### config.mk
export PLATFORM = sky130hd
export DESIGN_NAME = led_scan_reader
export DESIGN_NICKNAME = d
export VERILOG_FILES = /design/src/rtl/led_scan_reader_pkg.sv /design/src/rtl/led_scan_reader.sv
export SDC_FILE = /design/constraint.sdc
export NUM_CORES = 1
export LEC_CHECK = 0
export CAP_MARGIN = 20
export CORE_ASPECT_RATIO = 1.1
export CORE_MARGIN = 8
export CORE_UTILIZATION = 26
export CTS_CLUSTER_DIAMETER = 100
export DETAILED_ROUTE_END_ITERATION = 10
export MAX_ROUTING_LAYER = met4
export PLACE_DENSITY = 0.53
export SKIP_LAST_GASP = 1
export SLEW_MARGIN = 20
export SYNTH_ARGS = -nofsm -noshare
export SYNTH_HDL_FRONTEND = slang
export SYNTH_SLANG_ARGS = --single-unit
### constraint.sdc
create_clock -name clk -period 2.4 [get_ports clk]
set_input_delay 0.24 -clock clk [delete_from_list [all_inputs] [get_ports clk]]
set_output_delay 0.24 -clock clk [all_outputs]
set_load 0.02 [all_outputs]
### src/rtl/led_scan_reader_pkg.sv
// Shared types and constants for the LED frame-buffer scan engine.
package led_scan_reader_pkg;

   typedef enum logic [2:0] {
      IDLE,
      PREFETCH,
      SHIFT,
      LATCH,
      DISPLAY
   } state_t;

   localparam int PREFETCH_CYCLES = 2;
   localparam int LATCH_CYCLES    = 2;

   function automatic int cols_of(input int col_bits);
      return 2 ** col_bits;
   endfunction

   function automatic int rows_of(input int row_bits);
      return 2 ** row_bits;
   endfunction

   function automatic int oe_cnt_width(input int oe_cycles);
      return $clog2(oe_cycles + 1);
   endfunction

endpackage

### src/rtl/led_scan_reader.sv
// Scans the frame buffer row by row, shifts rows to the panel,
// latches them and lights each row for a fixed on-time.
module led_scan_reader
   import led_scan_reader_pkg::*;
#(
   parameter int DATA_WIDTH = 16,
   parameter int ADDR_WIDTH = 13,
   parameter int COL_BITS   = 8,
   parameter int ROW_BITS   = ADDR_WIDTH - COL_BITS,
   parameter int OE_CYCLES  = 64
) (
   input  logic                  clk,
   input  logic                  rst_n,
   input  logic                  en,
   output logic [ADDR_WIDTH-1:0] rd_addr,
   input  logic [DATA_WIDTH-1:0] rd_data,
   output logic [DATA_WIDTH-1:0] led_data,
   output logic                  sclk,
   output logic                  lat,
   output logic                  oe_n,
   output logic [ROW_BITS-1:0]   row_addr,
   output logic                  frame_sync,
   output logic                  busy
);

   localparam int CW = oe_cnt_width(OE_CYCLES);
   localparam logic [COL_BITS-1:0] COL_LAST = COL_BITS'(cols_of(COL_BITS) - 1);
   localparam logic [ROW_BITS-1:0] ROW_LAST = ROW_BITS'(rows_of(ROW_BITS) - 1);
   localparam logic [CW-1:0] PF_LAST = CW'(PREFETCH_CYCLES - 1);
   localparam logic [CW-1:0] LT_LAST = CW'(LATCH_CYCLES - 1);
   localparam logic [CW-1:0] OE_LAST = CW'(OE_CYCLES - 1);

   state_t                state_q, state_d;
   logic [COL_BITS-1:0]   col_q, col_d;
   logic [ROW_BITS-1:0]   row_q, row_d;
   logic                  phase_q, phase_d;
   logic [CW-1:0]         cnt_q, cnt_d;
   logic [ADDR_WIDTH-1:0] rd_addr_q, rd_addr_d;
   logic [DATA_WIDTH-1:0] led_data_q, led_data_d;
   logic                  sclk_q, sclk_d;
   logic                  lat_q, lat_d;
   logic                  oe_n_q, oe_n_d;
   logic [ROW_BITS-1:0]   row_addr_q, row_addr_d;
   logic                  frame_sync_q, frame_sync_d;

   always_comb begin
      state_d      = state_q;
      col_d        = col_q;
      row_d        = row_q;
      phase_d      = phase_q;
      cnt_d        = cnt_q;
      rd_addr_d    = rd_addr_q;
      led_data_d   = led_data_q;
      sclk_d       = sclk_q;
      lat_d        = 1'b0;
      oe_n_d       = oe_n_q;
      row_addr_d   = row_addr_q;
      frame_sync_d = 1'b0;
      unique case (state_q)
         IDLE: begin
            sclk_d = 1'b0;
            oe_n_d = 1'b1;
            if (en) begin
               row_d        = '0;
               col_d        = '0;
               cnt_d        = '0;
               rd_addr_d    = '0;
               frame_sync_d = 1'b1;
               state_d      = PREFETCH;
            end
         end
         PREFETCH: begin
            if (cnt_q == PF_LAST) begin
               cnt_d   = '0;
               col_d   = '0;
               phase_d = 1'b0;
               state_d = SHIFT;
            end else begin
               cnt_d = cnt_q + 1'b1;
            end
         end
         SHIFT: begin
            if (!phase_q) begin
               led_data_d = rd_data;
               sclk_d     = 1'b0;
               phase_d    = 1'b1;
               if (col_q != COL_LAST)
                  rd_addr_d = {row_q, col_q + 1'b1};
            end else begin
               sclk_d  = 1'b1;
               phase_d = 1'b0;
               col_d   = col_q + 1'b1;
               // Latch strobe and row select move together, ahead of oe_n.
               if (col_q == COL_LAST) begin
                  cnt_d      = '0;
                  lat_d      = 1'b1;
                  row_addr_d = row_q;
                  state_d    = LATCH;
               end
            end
         end
         LATCH: begin
            oe_n_d = 1'b1;
            if (cnt_q == LT_LAST) begin
               cnt_d   = '0;
               oe_n_d  = 1'b0;
               state_d = DISPLAY;
            end else begin
               cnt_d = cnt_q + 1'b1;
            end
         end
         DISPLAY: begin
            if (cnt_q == OE_LAST) begin
               cnt_d  = '0;
               oe_n_d = 1'b1;
               row_d  = row_q + 1'b1;
               if (en) begin
                  rd_addr_d    = {row_q + 1'b1, {COL_BITS{1'b0}}};
                  frame_sync_d = (row_q == ROW_LAST);
                  state_d      = PREFETCH;
               end else begin
                  state_d = IDLE;
               end
            end else begin
               cnt_d = cnt_q + 1'b1;
            end
         end
         default: begin
            oe_n_d  = 1'b1;
            state_d = IDLE;
         end
      endcase
   end

   always_ff @(posedge clk or negedge rst_n) begin
      if (!rst_n) begin
         state_q      <= IDLE;
         col_q        <= '0;
         row_q        <= '0;
         phase_q      <= 1'b0;
         cnt_q        <= '0;
         rd_addr_q    <= '0;
         led_data_q   <= '0;
         sclk_q       <= 1'b0;
         lat_q        <= 1'b0;
         oe_n_q       <= 1'b1;
         row_addr_q   <= '0;
         frame_sync_q <= 1'b0;
      end else begin
         state_q      <= state_d;
         col_q        <= col_d;
         row_q        <= row_d;
         phase_q      <= phase_d;
         cnt_q        <= cnt_d;
         rd_addr_q    <= rd_addr_d;
         led_data_q   <= led_data_d;
         sclk_q       <= sclk_d;
         lat_q        <= lat_d;
         oe_n_q       <= oe_n_d;
         row_addr_q   <= row_addr_d;
         frame_sync_q <= frame_sync_d;
      end
   end

   assign rd_addr    = rd_addr_q;
   assign led_data   = led_data_q;
   assign sclk       = sclk_q;
   assign lat        = lat_q;
   assign oe_n       = oe_n_q;
   assign row_addr   = row_addr_q;
   assign frame_sync = frame_sync_q;
   assign busy       = (state_q != IDLE);

endmodule

Word-level counts from Yosys, hierarchy flattened

Index checks and enable logic that the tools add are counted.

Flip-flop bits (word level): 62
Bits of input ports: 19

Add/sub/neg operators: 3
Equal/unequal tests: 18
Multiplexer cells: 42
Bitwise gates (word level): 2
Reduce and logical (&&, ||, !) cells: 19

Operator list:

| kind                                                                   | number |
|---|---|
| 13-bit two-way mux                                                     | 5 |
| 13-bit one-hot mux with 3 select lines                                 | 1 |
| 7-bit two-way mux                                                      | 5 |
| 7-bit one-hot mux with 4 select lines                                  | 1 |
| 8-bit two-way mux                                                      | 3 |
| 8-bit one-hot mux with 3 select lines                                  | 1 |
| 3-bit two-way mux                                                      | 6 |
| 2-bit inequality test (second input constant)                          | 9 |
| 3-bit one-hot mux with 5 select lines                                  | 1 |
| 1-bit two-way mux                                                      | 12 |
| 6-bit AND reduction                                                    | 2 |
| 5-bit two-way mux                                                      | 2 |
| 5-bit one-hot mux with 2 select lines                                  | 1 |
| 3-bit nonzero test                                                     | 3 |
| 8-bit by 1-bit adder with 8-bit output (second input constant)         | 1 |
| 8-bit equality test (second input constant)                            | 1 |
| 8-bit inequality test (second input constant)                          | 1 |
| 4-bit AND reduction                                                    | 2 |
| 7-bit by 1-bit adder with 7-bit output (second input constant)         | 1 |
| 7-bit by 1-bit equality test with 1-bit output (second input constant) | 1 |
| 7-bit by 6-bit equality test with 1-bit output (second input constant) | 1 |
| 3-bit by 2-bit equality test with 1-bit output (second input constant) | 2 |
| 1-bit one-hot mux with 2 select lines                                  | 3 |
| 2-bit AND reduction                                                    | 3 |
| other kinds (11)                                                       | 16 |

Logic depth before layout (Yosys ltp)

Depth in word-level cells: 4
Depth in mapped cells: 6

Worst setup path after synthesis

Ideal clock, no wire load.

Kind: register to register
Start point: register state_q[0]
End point: register rd_addr_q[10], in the netlist rd_addr[10]
Arrival time: 1.825 ns
Required time: 2.273 ns
Setup slack: 0.447 ns
Cell stages (with the launch flop): 7
Path buffers: 2
Period minus slack after synthesis: 1.953 ns
Cells stage by stage: dfrtp_1 buf_6 nor4b_4 o31ai_1 a22oi_2 buf_6 mux2_1

Cells in the longest elaborated chain, start to end: 3
Elaborated cells on any way between the ends: 11

Ends and longest elaborated chain:

| element                                                                      | RTL line               | text |
|---|---|---|
| start, declared                                                              | led_scan_reader.sv:33  | `state_t state_q, state_d;` |
| start signal, assigned                                                       | led_scan_reader.sv:150 | `state_q <= state_d;` |
| 3-bit by 2-bit equality test with 1-bit output, or another cell as far along | led_scan_reader.sv:59  | `unique case (state_q)` |
| 2-bit inequality test (no line) or 3-bit nonzero test (tied branches)        | n/a                    |  |
| 6-bit AND reduction (no line)                                                | n/a                    |  |
| end signal, assigned                                                         | led_scan_reader.sv:155 | `rd_addr_q <= rd_addr_d;` |
| end, declared                                                                | led_scan_reader.sv:38  | `logic [ADDR_WIDTH-1:0] rd_addr_q, rd_addr_d;` |

Parallel ways exist; a longest one is shown, timed or not.
A chain may end at the register's enable or synchronous reset.

Worst setup path in the final report

Start point: register state_q[2]
End point: register rd_addr_q[7], in the netlist rd_addr[7]

The elaborated chain is that of the path after synthesis.

==> impl_results.html <==
<table>
<tr><th>Metric</th><th>Value</th></tr>
<tr><th colspan="2">Route</th></tr>
<tr><td>Total Routed Length</td><td>7399 um</td></tr>
<tr><td>Starting DRC count in detailed routing</td><td>98</td></tr>
<tr><td>Total vias in the final route</td><td>~2.4k</td></tr>
<tr><td>DR pass1 iterations</td><td>4</td></tr>
<tr><td>Average wire per cell in the routed design</td><td>14.71 um</td></tr>
<tr><td>Vias per inst</td><td>between 4 and 5</td></tr>
<tr><td>Number of remaining DRC errors</td><td>0</td></tr>
<tr><td>Final antenna-violating net count</td><td>0</td></tr>
<tr><th colspan="2">GRT</th></tr>
<tr><td>Vias in the first global route</td><td>approximately 2.5k</td></tr>
<tr><td>Largest net degree at the start of global routing</td><td>37</td></tr>
<tr><td>Combined global-route utilization of all metal layers</td><td>10.51%</td></tr>
<tr><td>Wire length of the first global-routing pass</td><td>12650 um</td></tr>
<tr><td>Total congestion overflow</td><td>0</td></tr>
<tr><td>Initial antenna violation count</td><td>0</td></tr>
<tr><th colspan="2">Floorplan</th></tr>
<tr><td>Die area</td><td>approximately 15000 um2</td></tr>
<tr><td>Number of primary I/O pins</td><td>just under 60</td></tr>
<tr><td>Floorplan die width</td><td>~120 um</td></tr>
<tr><td>Std-Cell Core Area</td><td>~11000 um2</td></tr>
<tr><td>Number of rows created at floorplan</td><td>41</td></tr>
<tr><td>Die height</td><td>129.6 um</td></tr>
<tr><td>Initial core utilization</td><td>26.65%</td></tr>
<tr><th colspan="2">Setup path</th></tr>
<tr><td>Setup Crit Path Kind</td><td>reg -&gt; reg</td></tr>
<tr><td>Startpoint type of the worst setup path</td><td>register</td></tr>
<tr><td>Nature of the critical path endpoint</td><td>register</td></tr>
<tr><td>List of cells traversed by the critical path</td><td>buf_4 &gt; nor4b_4 &gt; o31ai_1 &gt; a22oi_2 &gt; buf_4 &gt; mux2_1</td></tr>
<tr><td>Crit-path max cell delay</td><td>0.50 ns</td></tr>
<tr><td>Worst path most repeated cell</td><td>buf_4</td></tr>
<tr><td>Data required time of the critical path</td><td>2.60 ns</td></tr>
<tr><td>Max Fanout on Critical Path</td><td>13</td></tr>
<tr><td>Kind of cell with the highest combined delay on the critical path</td><td>flip-flops</td></tr>
<tr><td>Total buffers and inverters traversed by the critical path</td><td>2</td></tr>
<tr><td>Highest-delay cell along the critical path</td><td>dfrtp_1</td></tr>
<tr><td>Arr. time, crit path</td><td>2.35 ns</td></tr>
<tr><th colspan="2">Timing</th></tr>
<tr><td>Count of final hold-check violations</td><td>0</td></tr>
<tr><td>Max Fclk</td><td>464.8 MHz</td></tr>
<tr><td>Final cycle utilization of the critical path</td><td>between 80% and 90%</td></tr>
<tr><td>Final Max Tran Viols</td><td>0</td></tr>
<tr><td>Final setup violation count</td><td>0</td></tr>
<tr><td>Minimum clock period after layout</td><td>~2.2 ns</td></tr>
<tr><td>Slew Limit Headroom</td><td>55.53%</td></tr>
<tr><td>Final-layout setup total negative slack</td><td>0 ns</td></tr>
<tr><td>Slew at the pin closest to its max-slew limit</td><td>0.6670 ns</td></tr>
<tr><td>Unrepaired setup endpoints after global routing</td><td>false</td></tr>
<tr><td>Worst-case clock skew</td><td>between 0.007 and 0.008 ns</td></tr>
<tr><th colspan="2">Run status</th></tr>
<tr><td>Outcome</td><td>complete, no violations</td></tr>
<tr><th colspan="2">Synth</th></tr>
<tr><td>Leading cell type by number of instances after synthesis</td><td>dfrtp_1</td></tr>
<tr><td>Share of the yosys chip area belonging to registers</td><td>50.92%</td></tr>
<tr><td>Synthesized area</td><td>3049 um2</td></tr>
<tr><td>Predominant post-synthesis flop cell</td><td>dfrtp_1</td></tr>
<tr><td>Post-synthesis net count</td><td>300</td></tr>
<tr><td>Post-synthesis cell count</td><td>276</td></tr>
<tr><td>Synthesized area divided by synthesized cell count</td><td>~11 um2</td></tr>
<tr><td>Most used standard cells in the synthesized netlist</td><td>dfrtp_1, mux2_2, o21ai_0</td></tr>
<tr><td>Top cell type by total area after synthesis</td><td>dfrtp_1</td></tr>
<tr><td>Cell types with the largest area share after synthesis</td><td>dfrtp_1, mux2_2, mux2_1</td></tr>
<tr><td>Total of flip-flops plus latches after synthesis</td><td>between 60 and 70</td></tr>
<tr><td>Post-synthesis async set-or-reset flop share</td><td>100.0%</td></tr>
<tr><td>Synth warn</td><td>0</td></tr>
<tr><td>Yosys cell types</td><td>between 50 and 60</td></tr>
<tr><td>Fraction of post-synthesis cell area in the top cell type by area</td><td>50.06%</td></tr>
<tr><td>Number of enable flip-flop cells after synthesis</td><td>0</td></tr>
<tr><th colspan="2">Clocking</th></tr>
<tr><td>Resized cells post-CTS</td><td>0</td></tr>
<tr><td>Clock tree sinks</td><td>62</td></tr>
<tr><td>CTS tree</td><td>done</td></tr>
<tr><td>Later-pin clock latency in the skew report</td><td>0.32 ns</td></tr>
<tr><td>Buffer type at the clock tree root</td><td>clkbuf_16</td></tr>
<tr><td># H-tree levels</td><td>3</td></tr>
<tr><td>Clock-pin slew reported for the worst setup and hold paths after clock tree synthesis</td><td>approximately 0.05 ns</td></tr>
<tr><td>Count of hold-fix buffers inserted at cts</td><td>1</td></tr>
<tr><td>Buffers inserted during post-CTS setup optimization</td><td>0</td></tr>
<tr><td>TritonCTS buffer count</td><td>9</td></tr>
<tr><td>Buffer levels on the longest clock path</td><td>2</td></tr>
<tr><th colspan="2">Cells and area</th></tr>
<tr><td>Cell Count, Final, Fillers Out</td><td>between 500 and 600</td></tr>
<tr><td>Count of antenna diodes in the layout</td><td>0</td></tr>
<tr><td># fillers</td><td>between 1k and 1.5k</td></tr>
<tr><td>Area growth syn-to-layout</td><td>37.42%</td></tr>
<tr><td>Layout Nets</td><td>373</td></tr>
<tr><td>Utilization after layout</td><td>36.63%</td></tr>
<tr><td>Share of final-layout standard cells stronger than drive strength 1</td><td>18.41%</td></tr>
<tr><th colspan="2">Worst hold path</th></tr>
<tr><td>Path type of the worst min-delay path</td><td>reg -&gt; reg</td></tr>
<tr><th colspan="2">Power and ir drop</th></tr>
<tr><td>Post-layout total power</td><td>0.005122 W</td></tr>
<tr><td>Power per unit of standard cell area</td><td>1222 nW/um2</td></tr>
<tr><td>Worst IR Drop VDD</td><td>404.1 uV</td></tr>
<tr><td>Pleak</td><td>roughly 1.8 nW</td></tr>
<tr><th colspan="2">Placed design</th></tr>
<tr><td>Count of input and output buffers</td><td>57</td></tr>
<tr><td>Placed cells</td><td>487</td></tr>
<tr><td>Routability cong.</td><td>0.8048</td></tr>
<tr><td>HPWL after DPL</td><td>5422 um</td></tr>
<tr><th colspan="2">Flow run</th></tr>
<tr><td>Number of violations of the max-capacitance limit</td><td>0</td></tr>
</table>
==> per-stage QoR <==
stage	worst slack, ns	instance area, um2	hold WS [ns]
3_3_place_gp	0.3012	3871	0.3073
6_report	0.2486	4190	0.4803
5_1_grt	0.1481	4190	0.4962
3_5_place_dp	0.2777	3871	0.3113
4_1_cts	0.2392	4190	0.4872
2_1_floorplan	0.4473	3049	-0.05559
==> cell usage in the layout, fill, tap and decap left out, drive strengths merged, types with 6 or more instances in the layout <==
cell           synthesis  final
dfrtp                 61     61
clkdlybuf4s50          0     56
mux2                  37     37
o21ai                 24     24
buf                    8     17
nor2                  16     16
nand2                 15     15
inv                   14     14
a21oi                 13     13
clkbuf                 4     12
nand3                  9      9
nor3                   6      6
==> where the power goes <==
group / switching, W / internal, W
Combinational: 0.00117 / 0.00106
Clock: 0.000445 / 0.000880
Sequential: 0.000245 / 0.00132
Total: 0.00186 / 0.00326
==> cell type report <==
type | count | area, um2 | area share [%]
sequential | 62 | 1553 | 37.06
multi-input combinational | 188 | 1380 | 32.94
timing repair buffer | 74 | 708.2 | 16.90
clock buffer | 12 | 266.5 | 6.360
tap | 150 | 187.7 | 4.479
inverter | 14 | 52.55 | 1.254
clock inverter | 3 | 42.54 | 1.015
==> registers in the layout, summed over array words and instances, names as in the netlist <==
name,cells
rd_addr,13
phase_q,1
col_q,8
lat,1
row_addr,5
oe_n,1
cnt_q,7
sclk,1
led_data,16
frame_sync,1
state_q,3
row_q,5
==> layer usage <==
layer	vias to the layer above	global-route usage (%)	share of wire, %	wire [um]
met2	77	16.18	45	3350
met5	-	-	0	0
met3	8	3.175	5.6	416
met1	1131	12.63	48	3516
met4	0	4.319	1.6	116
li1	1156	-	-	-
==> worst paths after layout <==
| check | endpoint | from | cells after the start | slack [ns] |
|---|---|---|---|---|
| max | rd_addr[7] | state_q[2] | 6 | 0.25 |
| min | rd_addr[9] | rd_addr[9] | 1 | 0.48 |
| max reg2reg | rd_addr[7] | state_q[2] | 6 | 0.25 |
| min reg2reg | rd_addr[9] | rd_addr[9] | 1 | 0.48 |
| max in group asynchronous | rd_addr[7] | rst_n | 3 | 1.29 |
| min in group asynchronous | led_data[5] | rst_n | 2 | 0.49 |
==> logic make-up after synthesis <==
| family | count (synthesis) | share of synthesized area [%] |
|---|---|---|
| mux | 40 | 14.65 |
| xor+xnor | 4 | 1.149 |
| fa+ha+maj | 5 | 2.052 |
| flops | 62 | 50.92 |
| compound gates | 65 | 13.87 |
| simple gates | 74 | 13.54 |
| buf+inv | 26 | 3.816 |
Note: power is estimated with default switching activity, not from simulation.
